**src/rtl/seg_scan_driver.sv**
```systemverilog
// Time-multiplexed 7-segment scanner with hex decode, leading-zero blanking and a blinking overflow dash.
// Inputs are latched once per frame so a single scan never mixes old and new values.
module seg_scan_driver #(
    parameter int N_DIGITS       = 4,
    parameter int SCAN_DIV       = 50000,
    parameter int BLINK_FRAMES   = 64,
    parameter bit SEG_ACTIVE_LOW = 1'b1,
    parameter bit DIG_ACTIVE_LOW = 1'b1
) (
    input  logic                    clk,
    input  logic                    rst_n,
    input  logic [4*N_DIGITS-1:0]   data_in,
    input  logic [N_DIGITS-1:0]     dp_in,
    input  logic                    overflow,
    input  logic                    lz_en,
    output logic [6:0]              seg,
    output logic                    dp,
    output logic [N_DIGITS-1:0]     dig,
    output logic                    frame_done
);
    localparam int CW = $clog2(SCAN_DIV);
    localparam int IW = $clog2(N_DIGITS);
    localparam int BW = $clog2(2 * BLINK_FRAMES);
    localparam logic [CW-1:0] CNT_LAST   = CW'(SCAN_DIV - 1);
    localparam logic [IW-1:0] IDX_LAST   = IW'(N_DIGITS - 1);
    localparam logic [BW-1:0] BLINK_LAST = BW'(2 * BLINK_FRAMES - 1);
    localparam logic [BW-1:0] BLINK_HALF = BW'(BLINK_FRAMES);
    localparam logic [6:0]          SEG_OFF = SEG_ACTIVE_LOW ? 7'h7F : 7'h00;
    localparam logic                DP_OFF  = SEG_ACTIVE_LOW;
    localparam logic [N_DIGITS-1:0] DIG_OFF = DIG_ACTIVE_LOW ? {N_DIGITS{1'b1}} : {N_DIGITS{1'b0}};

    function automatic logic [6:0] hex7(input logic [3:0] v);
        case (v)
            4'h0: hex7 = 7'b1111110;
            4'h1: hex7 = 7'b0110000;
            4'h2: hex7 = 7'b1101101;
            4'h3: hex7 = 7'b1111001;
            4'h4: hex7 = 7'b0110011;
            4'h5: hex7 = 7'b1011011;
            4'h6: hex7 = 7'b1011111;
            4'h7: hex7 = 7'b1110000;
            4'h8: hex7 = 7'b1111111;
            4'h9: hex7 = 7'b1111011;
            4'hA: hex7 = 7'b1110111;
            4'hB: hex7 = 7'b0011111;
            4'hC: hex7 = 7'b1001110;
            4'hD: hex7 = 7'b0111101;
            4'hE: hex7 = 7'b1001111;
            default: hex7 = 7'b1000111;
        endcase
    endfunction

    // run is clear only in the cycle right after reset, so the first released edge captures a frame.
    logic                  run;
    logic [CW-1:0]         cnt, cnt_n;
    logic [IW-1:0]         idx, idx_n;
    logic [BW-1:0]         blink, blink_n;
    logic [4*N_DIGITS-1:0] sh_data, sh_data_n;
    logic [N_DIGITS-1:0]   sh_dp, sh_dp_n;
    logic                  sh_ov, sh_ov_n, sh_lz, sh_lz_n;
    logic                  cap, zeros, blank, dp_bit;
    logic [3:0]            nib;
    logic [6:0]            seg_hi;
    logic                  dp_hi;
    logic [N_DIGITS-1:0]   dig_hi;
    logic                  fd_n;

    always_comb begin
        cap   = 1'b0;
        cnt_n = cnt + 1'b1;
        idx_n = idx;
        if (!run) begin
            cnt_n = '0;
            idx_n = '0;
            cap   = 1'b1;
        end else if (cnt == CNT_LAST) begin
            cnt_n = '0;
            if (idx == IDX_LAST) begin
                idx_n = '0;
                cap   = 1'b1;
            end else begin
                idx_n = idx + 1'b1;
            end
        end

        sh_data_n = cap ? data_in  : sh_data;
        sh_dp_n   = cap ? dp_in    : sh_dp;
        sh_ov_n   = cap ? overflow : sh_ov;
        sh_lz_n   = cap ? lz_en    : sh_lz;

        // The counter advances only across consecutive overflow frames; any other capture restarts it visible.
        blink_n = blink;
        if (cap) begin
            if (overflow && sh_ov)
                blink_n = (blink == BLINK_LAST) ? '0 : blink + 1'b1;
            else
                blink_n = '0;
        end

        nib    = sh_data_n[3:0];
        dp_bit = sh_dp_n[0];
        blank  = 1'b0;
        zeros  = 1'b1;
        for (int i = N_DIGITS - 1; i >= 1; i--) begin
            zeros = zeros && (sh_data_n[4*i +: 4] == 4'h0);
            if (idx_n == IW'(i)) begin
                nib    = sh_data_n[4*i +: 4];
                dp_bit = sh_dp_n[i];
                blank  = sh_lz_n && zeros;
            end
        end

        if (sh_ov_n) begin
            seg_hi = (blink_n >= BLINK_HALF) ? 7'b0000000 : 7'b0000001;
            dp_hi  = 1'b0;
        end else begin
            seg_hi = blank ? 7'b0000000 : hex7(nib);
            dp_hi  = dp_bit;
        end
        if (cnt_n == '0) begin
            seg_hi = 7'b0000000;
            dp_hi  = 1'b0;
        end

        for (int i = 0; i < N_DIGITS; i++)
            dig_hi[i] = (cnt_n != '0) && (idx_n == IW'(i));

        fd_n = (cnt_n == CNT_LAST) && (idx_n == IDX_LAST);
    end

    always_ff @(posedge clk) begin
        if (!rst_n) begin
            run        <= 1'b0;
            cnt        <= '0;
            idx        <= '0;
            blink      <= '0;
            sh_data    <= '0;
            sh_dp      <= '0;
            sh_ov      <= 1'b0;
            sh_lz      <= 1'b0;
            seg        <= SEG_OFF;
            dp         <= DP_OFF;
            dig        <= DIG_OFF;
            frame_done <= 1'b0;
        end else begin
            run        <= 1'b1;
            cnt        <= cnt_n;
            idx        <= idx_n;
            blink      <= blink_n;
            sh_data    <= sh_data_n;
            sh_dp      <= sh_dp_n;
            sh_ov      <= sh_ov_n;
            sh_lz      <= sh_lz_n;
            seg        <= SEG_ACTIVE_LOW ? ~seg_hi : seg_hi;
            dp         <= SEG_ACTIVE_LOW ? ~dp_hi : dp_hi;
            dig        <= DIG_ACTIVE_LOW ? ~dig_hi : dig_hi;
            frame_done <= fd_n;
        end
    end
endmodule

```
**config.mk**
```make
export PLATFORM = sky130hd
export DESIGN_NAME = seg_scan_driver
export DESIGN_NICKNAME = d
export VERILOG_FILES = /design/src/rtl/seg_scan_driver.sv
export SDC_FILE = /design/constraint.sdc
export NUM_CORES = 1
export LEC_CHECK = 0
export BUFFER_PORTS_ARGS = -buffer_cell sky130_fd_sc_hd__buf_4
export CAP_MARGIN = 20
export CORE_UTILIZATION = 25
export DETAILED_ROUTE_END_ITERATION = 16
export GPL_ROUTABILITY_DRIVEN = 1
export HOLD_SLACK_MARGIN = 0.08
export PLACE_DENSITY_LB_ADDON = 0.3
export SLEW_MARGIN = 40
export SYNTH_ARGS = -nofsm -noshare
export SYNTH_HDL_FRONTEND = slang
export SYNTH_SLANG_ARGS = --single-unit
```
**constraint.sdc**
```tcl
create_clock -name clk -period 3.3 [get_ports clk]
set_input_delay 0.33 -clock clk [delete_from_list [all_inputs] [get_ports clk]]
set_output_delay 0.33 -clock clk [all_outputs]
set_load 0.05 [all_outputs]
```
; After elaboration in Yosys (flattened, before gate mapping)
; Memory sizes are Yosys's and may differ from the RTL's.
; Cells that the tools add are included.
[totals]
output_inout_bits = 13
reg_bits = 61
romBits = 112
memories = 1
input_bits = 24
[memory_table]
columns = memory, depth, word_bits, read_ports, rd_clocked_by_memory_dff, write_ports, line_no
row1 = (name not given), 16, 7, 1, 0, 0, 33  ; case (v)
[op_classes]
bitwise_logic = 3
mux = 31
eq_ne = 7
reduce_logical = 17
n_addsub = 3
magnitude_cmp = 1
[op_table]
columns = cell, n
row1 = $mux 16, 3
row2 = $mux 7, 6
row3 = $eq 16x16->1 const B, 2
row4 = $add 16x1->16 const B, 1
row5 = $logic_not 16->1, 1
row6 = $mux 4, 4
row7 = $reduce_bool 16->1, 1
row8 = $mux 1, 15
row9 = $logic_not 4->1, 3
row10 = $logic_and 1x1->1, 11
row11 = $add 7x1->7 const B, 1
row12 = $eq 7x7->1 const B, 1
row13 = $ge 7x7->1 const B, 1
row14 = $not 7->7, 1
row15 = $eq 2x2->1 const B, 3
row16 = $mux 2, 3
row17 = $not 4->4, 1
row18 = $add 2x1->2 const B, 1
row19 = $eq 2x1->1 const B, 1
row20 = $logic_not 2->1, 1
row21 = $not 1->1, 1

; Depth between registers and ports, before layout
; Gate-level depths: netlist of run 1.
[logic_depth]
depth_word = 14
ltp_mapped = 15
ltp_nobuf = 13

; Worst setup path after synthesis of run 1
; OpenSTA, ideal clock, no wires.
[synth_timing]
path_kind = reg-to-reg
startpoint = register cnt[0]
endpoint = register seg[6]
t_arrival_ns = 3.157
t_required_ns = 3.178
path_stages_with_launch = 15
n_path_buf = 1
path_slack_ns = 0.022
setup_time_ns = 0.122
synth_period_minus_slack_ns = 3.278
path_cell_list = dfxtp_1 > ha_1 > nand3_4 > or4_4 > buf_6 > o21ai_1 > a21oi_2 > nor4b_1 > a221o_1 > inv_1 > ha_1 > nor3_1 > a21oi_1 > a31oi_1 > a21oi_1
[synth_between]
elab_chain_len = 13
[synth_rtl]
columns = item, line_no
row1 = from (decl), 55  ; logic [CW-1:0] cnt, cnt_n;
row2 = from (signal assigned), 147  ; cnt <= cnt_n;
row3 = branches (longest 11 deep; another with $mem_v2 16x7), --
row4 = $mux 7 *, 120  ; if (cnt_n == '0) begin
row5 = $not 7->7 *, 154  ; seg <= SEG_ACTIVE_LOW ? ~seg_hi : seg_hi;
row6 = to (signal assigned), 154
row7 = to (decl), 16  ; output logic [6:0] seg,
; Mark *: on every way between the ends.
; A chain may end at the register's enable or synchronous reset.

; Worst setup path after layout of run 1
[layout_timing]
startpoint = register cnt[0]
endpoint = register seg[3]
; Same word-level chain as after synthesis.

==> results of run 1 <==
## state kept, by name (all words and copies together), names as in the netlist
name / count
sh_ov: 1
sh_lz: 1
sh_dp: 4
idx: 2
cnt: 16
run: 1
sh_data: 16
frame_done: 1
dp: 1
seg: 7
blink: 7
dig: 4
## where the power goes
part	internal, mW	switching, mW
registers	0.762	0.0184
logic	0.0911	0.130
clock network	0.587	0.353
## worst paths after layout
| path | endpoint | slack, ps | depth (start not counted) |
|---|---|---|---|
| max | seg[3] | 150 | 12 |
| min | run | 160 | 1 |
| max reg2reg | seg[3] | 150 | 12 |
| min reg2reg | sh_dp[1] | 450 | 2 |
## metrics by stage
step                      cell area, sq um  utilization [%]  setup WS (ps)  setup TNS, ps  cells
final                                 4360             33.1            149              0    658
after global routing                  4360             33.1          -5.99          -5.99    658
after CTS                             4290             32.5           45.4              0    654
after detailed placement              3980             30.2          -1.32          -1.32    638
after global placement                3980             30.2            105              0    638
after floorplan                       3380                -           21.8              0    419
## cell usage in the layout, fill, tap and decap left out, types with 3 or more instances in the layout
master	n
mux2i_1	11
dfxtp_1	61
nor3_1	4
xnor2_1	12
inv_1	13
o21ai_0	16
and2_1	5
nor3b_1	4
a211oi_1	3
or3_1	3
nor4_1	11
ha_1	9
clkinv_4	3
and3_1	4
nand3_1	13
buf_4	71
a221o_1	3
nor2_1	38
o21bai_1	3
clkbuf_16	9
nand2_1	67
o22ai_1	3
o21ai_1	3
a21oi_1	35
nand4_1	14
xor2_1	9
## routing by layer
layer	GRT usage, %	routed length [um]	up-vias
li1	-	-	1601
met1	18.2	4280	1448
met2	20.6	4010	93
met3	2.75	469	9
met4	4.81	104	0
met5	0	0	-
## worst max-delay path: cells and delay by family (launching register included)
| family | cells | cell delay [ps] |
|---|---|---|
| and+or+nand+nor | 3 | 780 |
| adders and majority gates | 2 | 510 |
| buffers and inverters | 1 | 150 |
| muxes | 1 | 140 |
| DFF | 1 | 330 |
| AOI/OAI and AO/OA | 5 | 1110 |
## cells in the mapped netlist (3+ instances only)
master / n / area [sq um]
nor3b_1: 4 / 30.0
o21ai_0: 17 / 85.1
nor2_1: 38 / 143
buf_2: 10 / 50.1
nor3_1: 6 / 30.0
or3_1: 3 / 18.8
a21oi_1: 35 / 175
clkbuf_1: 11 / 41.3
xnor2_1: 12 / 105
inv_1: 14 / 52.6
a221o_1: 3 / 30.0
xor2_1: 9 / 78.8
and3_1: 4 / 25.0
and2_1: 5 / 31.3
nand3_1: 13 / 65.1
a211oi_1: 3 / 22.5
o221ai_1: 3 / 26.3
ha_1: 9 / 113
nor4_1: 11 / 68.8
o22ai_1: 3 / 18.8
o21ai_1: 3 / 15.0
mux2i_1: 11 / 110
dfxtp_1: 61 / 1220
nand2_1: 67 / 251
nand4_1: 14 / 87.6
o21bai_1: 3 / 22.5
## area by class of cell
cell class	count	area, sq um
Multi-Input combinational cell	320	2030
Timing Repair Buffer	71	533
Clock inverter	7	75.1
Clock buffer	9	225
Fill cell	1373	8830
Sequential cell	61	1220
Tap cell	176	220
Inverter	14	52.6
## cells by family (layout without fill, tap and decap cells)
group | Yosys count | after routing
and+or+nand+nor | 183 | 183
AOI/OAI and AO/OA | 92 | 92
DFF | 61 | 61
buffers and inverters | 38 | 101
xor gates and xnor gates | 21 | 21
muxes | 15 | 15
adders and majority gates | 9 | 9
## timing repair
action | 4_1_cts | 5_1_grt
buffers inserted | 0 | 4
gates resized for setup | 1 | 9
pin swaps | 0 | 2
setup endpoints to repair | 1 | 5
==> results by group, run 1 <==
Floorplan
  • Die Y: roughly 120 um
  • Core Footprint: between 0.01 and 0.015 sq mm
  • Placement row count: 42
  • Die ar.: approximately 0.014 sq mm
  • Ports: 37
  • Chip width: 118 um
  • Initial Util: around a quarter

Power
  • Pleak: 1.66 nW
  • VDD IR-drop max: ~0.0002 V
  • Power Density: 445 mW/mm^2
  • PnR Total Power: 1.94 mW

CTS
  • Clk pin slew, worst setup/hold paths: 60 ps
  • Root Buffer: clkbuf_16
  • Worst-case clock buffer depth: 2
  • Num Clock Sinks: 61
  • Worst-Skew Late Latency: approximately 330 ps
  • CTS Buf Count: 9
  • H-tree Lvls: 3
  • CTS Hold Bufs: 0
  • CTS tree: built

GRT
  • First-pass GRT wire length: 14.9 mm
  • Vias in the first global route: 3,022
  • GRT Resource Usage Total: between 10% and 20%
  • Initial antenna violation count: 0
  • Grt ovf: 0
  • Largest net degree at the start of global routing: 29

Route
  • Drt initial violations: a little under 200
  • Vias per cell: 4.79
  • First-pass iteration count of the detailed router: 11
  • Detailed-route via count: 3,151
  • Total wire length: between 8 and 9 mm
  • Avg WL per Cell: 13.5 um
  • Residual DRC count: 1
  • Post-route antenna net violation count: 0

Outcome
  • Violated checks: design-rule violations
  • Status: complete, but fails checks

Worst setup path
  • Arr. time, crit path: around 3400 ps
  • Critical Path Start: cnt[0]
  • CP max stage delay: 600 ps
  • Crit path launch type: flop
  • CP endpoint kind: flop
  • CP required: approximately 3500 ps
  • Critical path fanouts, max: 8
  • RR Startpoint: cnt[0]
  • Setup CP Type: reg2reg
  • Critical Path, Cell by Cell: ha_1, nand3_4, or4_4, o21ai_4, a21oi_4, mux2i_1, a221o_1, buf_4, ha_1, nor2_1, a2111oi_4, a21oi_2
  • CP max stage cell: or4_4
  • Crit path top cell by count: ha_1

Synthesis
  • Synth Cell Area: 0.00338 sq mm
  • Mux cell area share after synthesis: approximately 4.7%
  • Yosys reg bits: 61
  • Post-synthesis sequential area ratio: 36.2%
  • Ys flop type: dfxtp_1
  • Post-Synth Adder-Cell Area: 3.34%
  • Count of different cell masters after synthesis: 62
  • Synth Area in Compound Gates: 17.9%
  • Post-synth EDFFs: 0
  • Synth Instances: 419
  • Syn nets: around 450
  • Post-Synth Simple-Gate Area: 27.4%
  • Ys async rst share: 0%
  • Yosys warning total: 0
  • Post-Synth XOR/XNOR Area: 5.45%
  • Main combinational cell family by area after synthesis: simple AND/OR/NAND/NOR gates
  • Syn Area/Cell: 8.06 sq um

STA
  • Skew final: 6.79 ps
  • Crit path time final: 3150 ps
  • Slew HR: 49.4%
  • Achievable Freq: 0.317 GHz
  • Final hold violations: 0
  • Worst hold slack: 163 ps
  • Least-Margin Pin Slew: between 700 and 800 ps
  • Fin crit share: a little over nine tenths
  • Setup violations, final: 0
  • Fin. max-slew vios: 0

Worst hold path
  • Hold crit path type: in2reg
  • Worst min-delay path startpoint: rst_n

Finish
  • ANT cells: 0
  • Layout area overhead: 29.2%
  • Final nets: 510
  • Share of layout cells above drive strength 1: 22.0%

Placement
  • Placer's final routability congestion estimate: ~0.89
  • I/O Buffers: 36
  • Dpl hpwl: 6.57 mm

Run
  • Max cap viols: 0
(Power assumes the default switching activity.)
==> run 2, diff against run 1 <==
--- a/config.mk
+++ b/config.mk
@@ -5,6 +5,7 @@
 export SDC_FILE = /design/constraint.sdc
 export NUM_CORES = 1
 export LEC_CHECK = 0
+export ABC_AREA = 1
 export BUFFER_PORTS_ARGS = -buffer_cell sky130_fd_sc_hd__buf_4
 export CAP_MARGIN = 20
 export CORE_UTILIZATION = 25
==> constraint.sdc (replaced) <==
create_clock -name clk -period 2.8 [get_ports clk]
set_input_delay 0.28 -clock clk [delete_from_list [all_inputs] [get_ports clk]]
set_output_delay 0.28 -clock clk [all_outputs]
set_load 0.05 [all_outputs]
==> run 2 against run 1 <==
The flow now finishes without violations. Via count shrank 3.8%. Sequential share of layout area is 1.2 points higher. Cell area is 4.0% lower. Critical path depth up 3. Flip-flop and latch count is the same. First-iteration DRC count fell by 31%. Cell count grew 6.5%. Global-route usage decreased by 0.47 points. Routed wire length decreased by 8.0%. Critical endpoint unchanged. Largest cell class unchanged.
==> results by group, run 2 <==
STA
  • Skew final: 8.86 ps (was 6.79 ps)
  • Least-Margin Pin Slew: 761 ps (was 754 ps)
  • Fin crit share: 91.6% (was 95.5%)
  • Fin. max-slew vios: 0 (unchanged)
  • Achievable Freq: 0.390 GHz (was 0.317 GHz)
  • Crit path time final: 2560 ps (was 3150 ps)
  • Setup TNS: 0 ps (unchanged)
  • Setup violations, final: 0 (unchanged)
  • Final hold violations: 0 (unchanged)
  • Worst hold slack: 118 ps (was 163 ps)
  • Setup ws final: 235 ps (was 149 ps)
  • Setup repair after global routing missed its margin: false
  • Slew HR: 49.2% (was 49.4%)

Finish
  • Multi-input gate area: 0.00183 sq mm (was 0.00203 sq mm)
  • Post-Layout Inst Area: 0.00419 sq mm (was 0.00436 sq mm)
  • Non-Filler Instances: 701 (was 658)
  • Fillers: 1,422 (was 1,373)
  • Top Registers: cnt: 16 flops, sh_data: 16 flops (unchanged)
  • Most frequent cells in the layout: nand2_1, nor2_1, dfxtp_1 (was buf_4, nand2_1, dfxtp_1)
  • Register Area: 0.00122 sq mm (unchanged)
  • Most common cell after layout, fill and taps aside: nand2_1 (was buf_4)
  • ANT cells: 0 (unchanged)
  • Final core utilization: 32.6% (was 33.1%)
  • Layout area overhead: 25.8% (was 29.2%)
  • Share of layout cells above drive strength 1: 21.2% (was 22.0%)
  • Final nets: 557 (was 510)

Floorplan
  • Placement row count: 41 (was 42)
  • Initial Util: 26.0% (was 25.6%)
  • Ports: 37 (unchanged)
  • Die Y: 117 um (was 118 um)
  • Chip width: 117 um (was 118 um)
  • Die ar.: 0.0138 sq mm (was 0.0140 sq mm)
  • Core Footprint: 0.0128 sq mm (was 0.0132 sq mm)

Worst setup path
  • Setup CP Type: reg2reg (unchanged)
  • Critical path fanouts, max: 8 (unchanged)
  • Flop2flop setup slack: 240 ps (was 150 ps)
  • Crit path launch type: flop (unchanged)
  • Arr. time, crit path: 2840 ps (was 3370 ps)
  • RR Startpoint: cnt[0] (unchanged)
  • Critical Path Start: cnt[0] (unchanged)
  • CP endpoint kind: flop (unchanged)
  • CP required: 3070 ps (was 3520 ps)

Placement
  • Post-place setup slack: 197 ps (was -1.32 ps)
  • Dpl hpwl: 6.31 mm (was 6.57 mm)
  • I/O Buffers: 36 (unchanged)
  • Placed cell count: 685 (was 638)
  • Placer's final routability congestion estimate: 0.819 (was 0.891)
  • Dpl cell area: 0.00382 sq mm (was 0.00398 sq mm)

CTS
  • Post-CTS Setup Inserts: 0 (unchanged)
  • H-tree Lvls: 3 (unchanged)
  • Num Clock Sinks: 61 (unchanged)
  • Worst-case clock buffer depth: 2 (unchanged)
  • Post-cts resize count: 0 (was 1)
  • Worst-Skew Late Latency: 340 ps (was 330 ps)
  • CTS Buf Count: 9 (unchanged)
  • CTS Hold Bufs: 0 (unchanged)
  • CTS tree: built (unchanged)
  • Root Buffer: clkbuf_16 (unchanged)
  • Clk pin slew, worst setup/hold paths: 50 ps (was 60 ps)

Route
  • Top sig layer: met4 (unchanged)
  • Met3 wire length: 286 um (was 469 um)
  • Residual DRC count: 0 (was 1)
  • Metal2 WL: 3.55 mm (was 4.01 mm)
  • Vias per cell: 4.32 (was 4.79)
  • Wl on met1: 4.11 mm (was 4.28 mm)
  • First-pass iteration count of the detailed router: 4 (was 11)
  • Post-route antenna net violation count: 0 (unchanged)
  • Drt initial violations: 138 (was 199)
  • Avg WL per Cell: 11.6 um (was 13.5 um)
  • Total wire length: 8.15 mm (was 8.86 mm)
  • Detailed-route via count: 3,030 (was 3,151)

Synthesis
  • Synth Instances: 478 (was 419)
  • Top-area cell type share of the netlist area: 36.7% (was 36.2%)
  • Post-synth EDFFs: 0 (unchanged)
  • Ys async rst share: 0% (unchanged)
  • Area leader, netlist: dfxtp_1 (unchanged)
  • Count of different cell masters after synthesis: 38 (was 62)
  • Ys flop type: dfxtp_1 (unchanged)
  • Commonest cells post-synth: nand2_1, nor2_1, dfxtp_1 (was nand2_1, dfxtp_1, nor2_1)
  • Syn nets: 511 (was 452)
  • Syn Area/Cell: 6.96 sq um (was 8.06 sq um)
  • Most frequent cell after synthesis: nand2_1 (unchanged)
  • Yosys reg bits: 61 (unchanged)
  • Post-synthesis sequential area ratio: 36.7% (was 36.2%)
  • Yosys warning total: 0 (unchanged)
  • Synth Cell Area: 0.00333 sq mm (was 0.00338 sq mm)
  • Synth top area cells: dfxtp_1, nand2_1, nor2_1 (was dfxtp_1, nand2_1, a21oi_1)

Power
  • Clock share of power: 52.4% (was 48.4%)
  • Sequential power share: 36.8% (was 40.2%)
  • Net Sw Frac: 24.6% (was 25.8%)
  • VDD IR-drop max: 0.000250 V (was 0.000200 V)
  • Pleak: 1.89 nW (was 1.66 nW)
  • Design internal power: 1.87 mW (was 1.44 mW)
  • Power Density: 593 mW/mm^2 (was 445 mW/mm^2)
  • Logic pwr share: 10.8% (was 11.4%)
  • NetSw: 611 uW (was 501 uW)
  • PnR Total Power: 2.48 mW (was 1.94 mW)

GRT
  • Initial antenna violation count: 0 (unchanged)
  • GRT Resource Usage Total: 12.9% (was 13.3%)
  • First-pass GRT wire length: 13.9 mm (was 14.9 mm)
  • Largest net degree at the start of global routing: 24 (was 29)
  • Vias in the first global route: 2,918 (was 3,022)
  • Grt ovf: 0 (unchanged)

Worst hold path
  • Hold crit path type: in2reg (unchanged)
  • Worst min-delay path startpoint: rst_n (unchanged)

Outcome
  • Status: completed (was complete, but fails checks)

Run
  • Max cap viols: 0 (unchanged)
==> run 2: cell type report <==
class | instances | share of cell area (%)
Clock buffer | 9 | 5.38
Clock inverter | 7 | 2.96
Inverter | 62 | 5.68
Multi-Input combinational cell | 346 | 43.8
Sequential cell | 61 | 29.2
Tap cell | 172 | 5.14
Timing Repair Buffer | 44 | 7.89
==> run 2: path summary, 6_finish.rpt <==
| path | to | cells after the start |
|---|---|---|
| hold reg to reg | sh_data[12] | 2 |
| setup reg to reg | seg[3] | 15 |
| setup / recovery | seg[3] | 15 |
| hold / removal | run | 1 |
==> run 2: logic make-up after synthesis <==
kind of cell | share of synthesized area [%]
simple gates | 40.3
buf+inv | 8.53
flops | 36.7
compound gates | 8.87
fa+ha+maj | 3.38
xor+xnor | 1.05
mux | 1.20
==> run 2: critical path: stages (launching register included) <==
cell,delay [ps]
dfxtp_1,360
ha_2,230
nand3_4,130
nor2_4,150
nand2_2,100
nand2_2,100
nand3_4,120
nor2_4,250
inv_2,100
o21ai_1,110
o21ai_2,70
buf_4,150
ha_1,310
o21ai_0,160
nand2_1,80
nand3_1,80
==> run 2: per-layer routing <==
metal	GRT usage, %	vias up
met2	20.0	55
met3	3.16	15
li1	-	1603
met1	16.5	1357
met5	0	-
met4	6.57	0
==> run 2: power by group through the flow <==
stage / Combinational (mW) / Clock, mW / Sequential [mW]
2_1_floorplan: 0.157 / 0 / 0.955
6_report: 0.269 / 1.30 / 0.913
3_3_place_gp: 0.269 / 0 / 0.931
5_1_grt: 0.301 / 1.38 / 0.916
3_5_place_dp: 0.270 / 0 / 0.932
4_1_cts: 0.271 / 1.33 / 0.913
==> run 3, diff against run 2 <==
--- a/config.mk
+++ b/config.mk
@@ -13,6 +13,8 @@
 export GPL_ROUTABILITY_DRIVEN = 1
 export HOLD_SLACK_MARGIN = 0.08
 export PLACE_DENSITY_LB_ADDON = 0.3
+export RECOVER_POWER = 25
+export SETUP_SLACK_MARGIN = 0.05
 export SLEW_MARGIN = 40
 export SYNTH_ARGS = -nofsm -noshare
 export SYNTH_HDL_FRONTEND = slang
==> run 3 against run 2 <==
Utilization is 0.34 points lower. Critical path depth stayed put. Clock power hardly changed. Critical endpoint unchanged. Largest power group unchanged. Highest routed layer unchanged.
==> results by group, run 3 (synthesis results as in run 2) <==
Floorplan
  • Ports: 37 (unchanged)
  • Initial Util: 26.0% (unchanged)
  • Core Footprint: 0.0128 sq mm (unchanged)
  • Die ar.: 0.0138 sq mm (unchanged)
  • Placement row count: 41 (unchanged)
  • Chip width: 117 um (unchanged)
  • Die Y: 117 um (unchanged)

Finish
  • Most common cell after layout, fill and taps aside: nand2_1 (unchanged)
  • Share of layout cells above drive strength 1: 18.9% (was 21.2%)
  • Most frequent cells in the layout: nand2_1, nor2_1, dfxtp_1 (unchanged)
  • Layout area overhead: 24.5% (was 25.8%)
  • Final nets: 558 (was 557)
  • Top Registers: cnt: 16 flops, sh_data: 16 flops (unchanged)
  • Final core utilization: 32.3% (was 32.6%)
  • ANT cells: 0 (unchanged)
  • Non-Filler Instances: 702 (was 701)

Route
  • Drt initial violations: 127 (was 138)
  • Vias per cell: 4.30 (was 4.32)
  • Residual DRC count: 0 (unchanged)
  • First-pass iteration count of the detailed router: 4 (unchanged)
  • Post-route antenna net violation count: 0 (unchanged)
  • Total wire length: 8.17 mm (was 8.15 mm)
  • Detailed-route via count: 3,021 (was 3,030)
  • Avg WL per Cell: 11.6 um (about the same)

Worst setup path
  • CP endpoint kind: flop (unchanged)
  • Critical path fanouts, max: 7 (was 8)
  • Setup CP Type: reg2reg (unchanged)
  • Crit path launch type: flop (unchanged)
  • Arr. time, crit path: 2820 ps (was 2840 ps)
  • Critical Path Start: cnt[0] (unchanged)
  • RR Startpoint: cnt[0] (unchanged)
  • CP required: 3080 ps (was 3070 ps)

CTS
  • Num Clock Sinks: 61 (unchanged)
  • CTS Buf Count: 9 (unchanged)
  • Root Buffer: clkbuf_16 (unchanged)
  • Worst-case clock buffer depth: 2 (unchanged)
  • CTS tree: built (unchanged)
  • H-tree Lvls: 3 (unchanged)
  • CTS Hold Bufs: 0 (unchanged)
  • Clk pin slew, worst setup/hold paths: 60 ps (was 50 ps)
  • Worst-Skew Late Latency: 340 ps (about the same)

Placement
  • I/O Buffers: 36 (unchanged)
  • Dpl hpwl: 6.31 mm (unchanged)
  • Placer's final routability congestion estimate: 0.819 (unchanged)
  • Placed cell count: 685 (unchanged)

Power
  • VDD IR-drop max: 0.000250 V (about the same)
  • Sequential power share: 36.9% (was 36.8%)
  • Power Density: 598 mW/mm^2 (was 593 mW/mm^2)
  • Pleak: 1.84 nW (was 1.89 nW)
  • Design internal power: 1.87 mW (about the same)
  • Clock share of power: 52.5% (was 52.4%)
  • Logic pwr share: 10.6% (was 10.8%)
  • NetSw: 611 uW (about the same)
  • Net Sw Frac: 24.7% (was 24.6%)

GRT
  • Grt ovf: 0 (unchanged)
  • Largest net degree at the start of global routing: 24 (unchanged)
  • First-pass GRT wire length: 13.9 mm (unchanged)
  • Initial antenna violation count: 0 (unchanged)
  • GRT Resource Usage Total: 12.9% (unchanged)
  • Vias in the first global route: 2,918 (unchanged)

Run
  • Max cap viols: 0 (unchanged)

STA
  • Fin crit share: 90.9% (was 91.6%)
  • Setup repair after global routing missed its margin: true (was false)
  • Fin. max-slew vios: 0 (unchanged)
  • Slew HR: 38.7% (was 49.2%)
  • Crit path time final: 2550 ps (was 2560 ps)
  • Setup TNS: 0 ps (unchanged)
  • Achievable Freq: 0.393 GHz (was 0.390 GHz)
  • Skew final: 8.33 ps (was 8.86 ps)
  • Final hold violations: 0 (unchanged)
  • Least-Margin Pin Slew: 920 ps (was 761 ps)
  • Setup violations, final: 0 (unchanged)

Worst hold path
  • Hold crit path type: in2reg (unchanged)
  • Worst min-delay path startpoint: dp_in[2] (was rst_n)

Outcome
  • Status: completed (unchanged)
==> run 3: area by class of cell <==
type | count | area [sq um]
Tap cell | 172 | 215
Clock inverter | 7 | 124
Inverter | 62 | 238
Clock buffer | 9 | 225
Sequential cell | 61 | 1220
Multi-Input combinational cell | 346 | 1840
Timing Repair Buffer | 45 | 282
Fill cell | 1435 | 8680
==> run 3: worst max-delay path, stage by stage, from the launching register on <==
cell,delay (ps)
dfxtp_1,360
ha_2,230
nand3_4,120
nor2_4,150
nand3_1,120
nand3_4,170
inv_4,70
nor2_4,200
inv_2,100
o21ai_1,100
o21ai_2,70
buf_4,150
ha_1,310
o21ai_0,170
nand2_1,80
nand3_1,80
==> run 3: power by group through the flow <==
stage	combinational, mW	clock, mW	sequential, mW
global route	0.294	1.38	0.916
finish	0.263	1.30	0.913
CTS	0.271	1.33	0.913
detailed placement	0.270	0	0.932
global placement	0.269	0	0.931
floorplan	0.157	0	0.955
==> run 3: path summary, 6_finish.rpt <==
path | endpoint | slack, ps | cells past startpoint
min | sh_dp[2] | 200 | 3
max | seg[3] | 250 | 15
max reg2reg | seg[3] | 250 | 15
min reg2reg | sh_data[12] | 470 | 2
==> run 3: per-stage QoR <==
| stage | hold WS [ps] | power, mW | setup slack [ps] | cell area, sq um |
|---|---|---|---|---|
| after floorplan | 308 | 1.11 | 382 | 3330 |
| after global placement | 457 | 1.20 | 264 | 3820 |
| after detailed placement | 460 | 1.20 | 197 | 3820 |
| after CTS | 108 | 2.51 | 176 | 4170 |
| after global routing | 207 | 2.59 | 39.8 | 4140 |
| final | 205 | 2.48 | 254 | 4140 |
==> run 3: timing repair <==
| item | CTS | global route |
|---|---|---|
| setup endpoints to repair | 0 | 7 |
| setup buffers | 0 | 1 |
| gates resized for setup | 0 | 7 |
==> run 3: routing by layer <==
metal / vias to the layer above / routed length (um) / share of wire, % / global-route usage [%]
met1: 1345 / 4100 / 50 / 16.5
li1: 1602 / - / - / -
met3: 15 / 301 / 3.7 / 3.16
met2: 59 / 3550 / 43 / 20.0
met5: - / 0 / 0 / 0
met4: 0 / 211 / 2.6 / 6.57
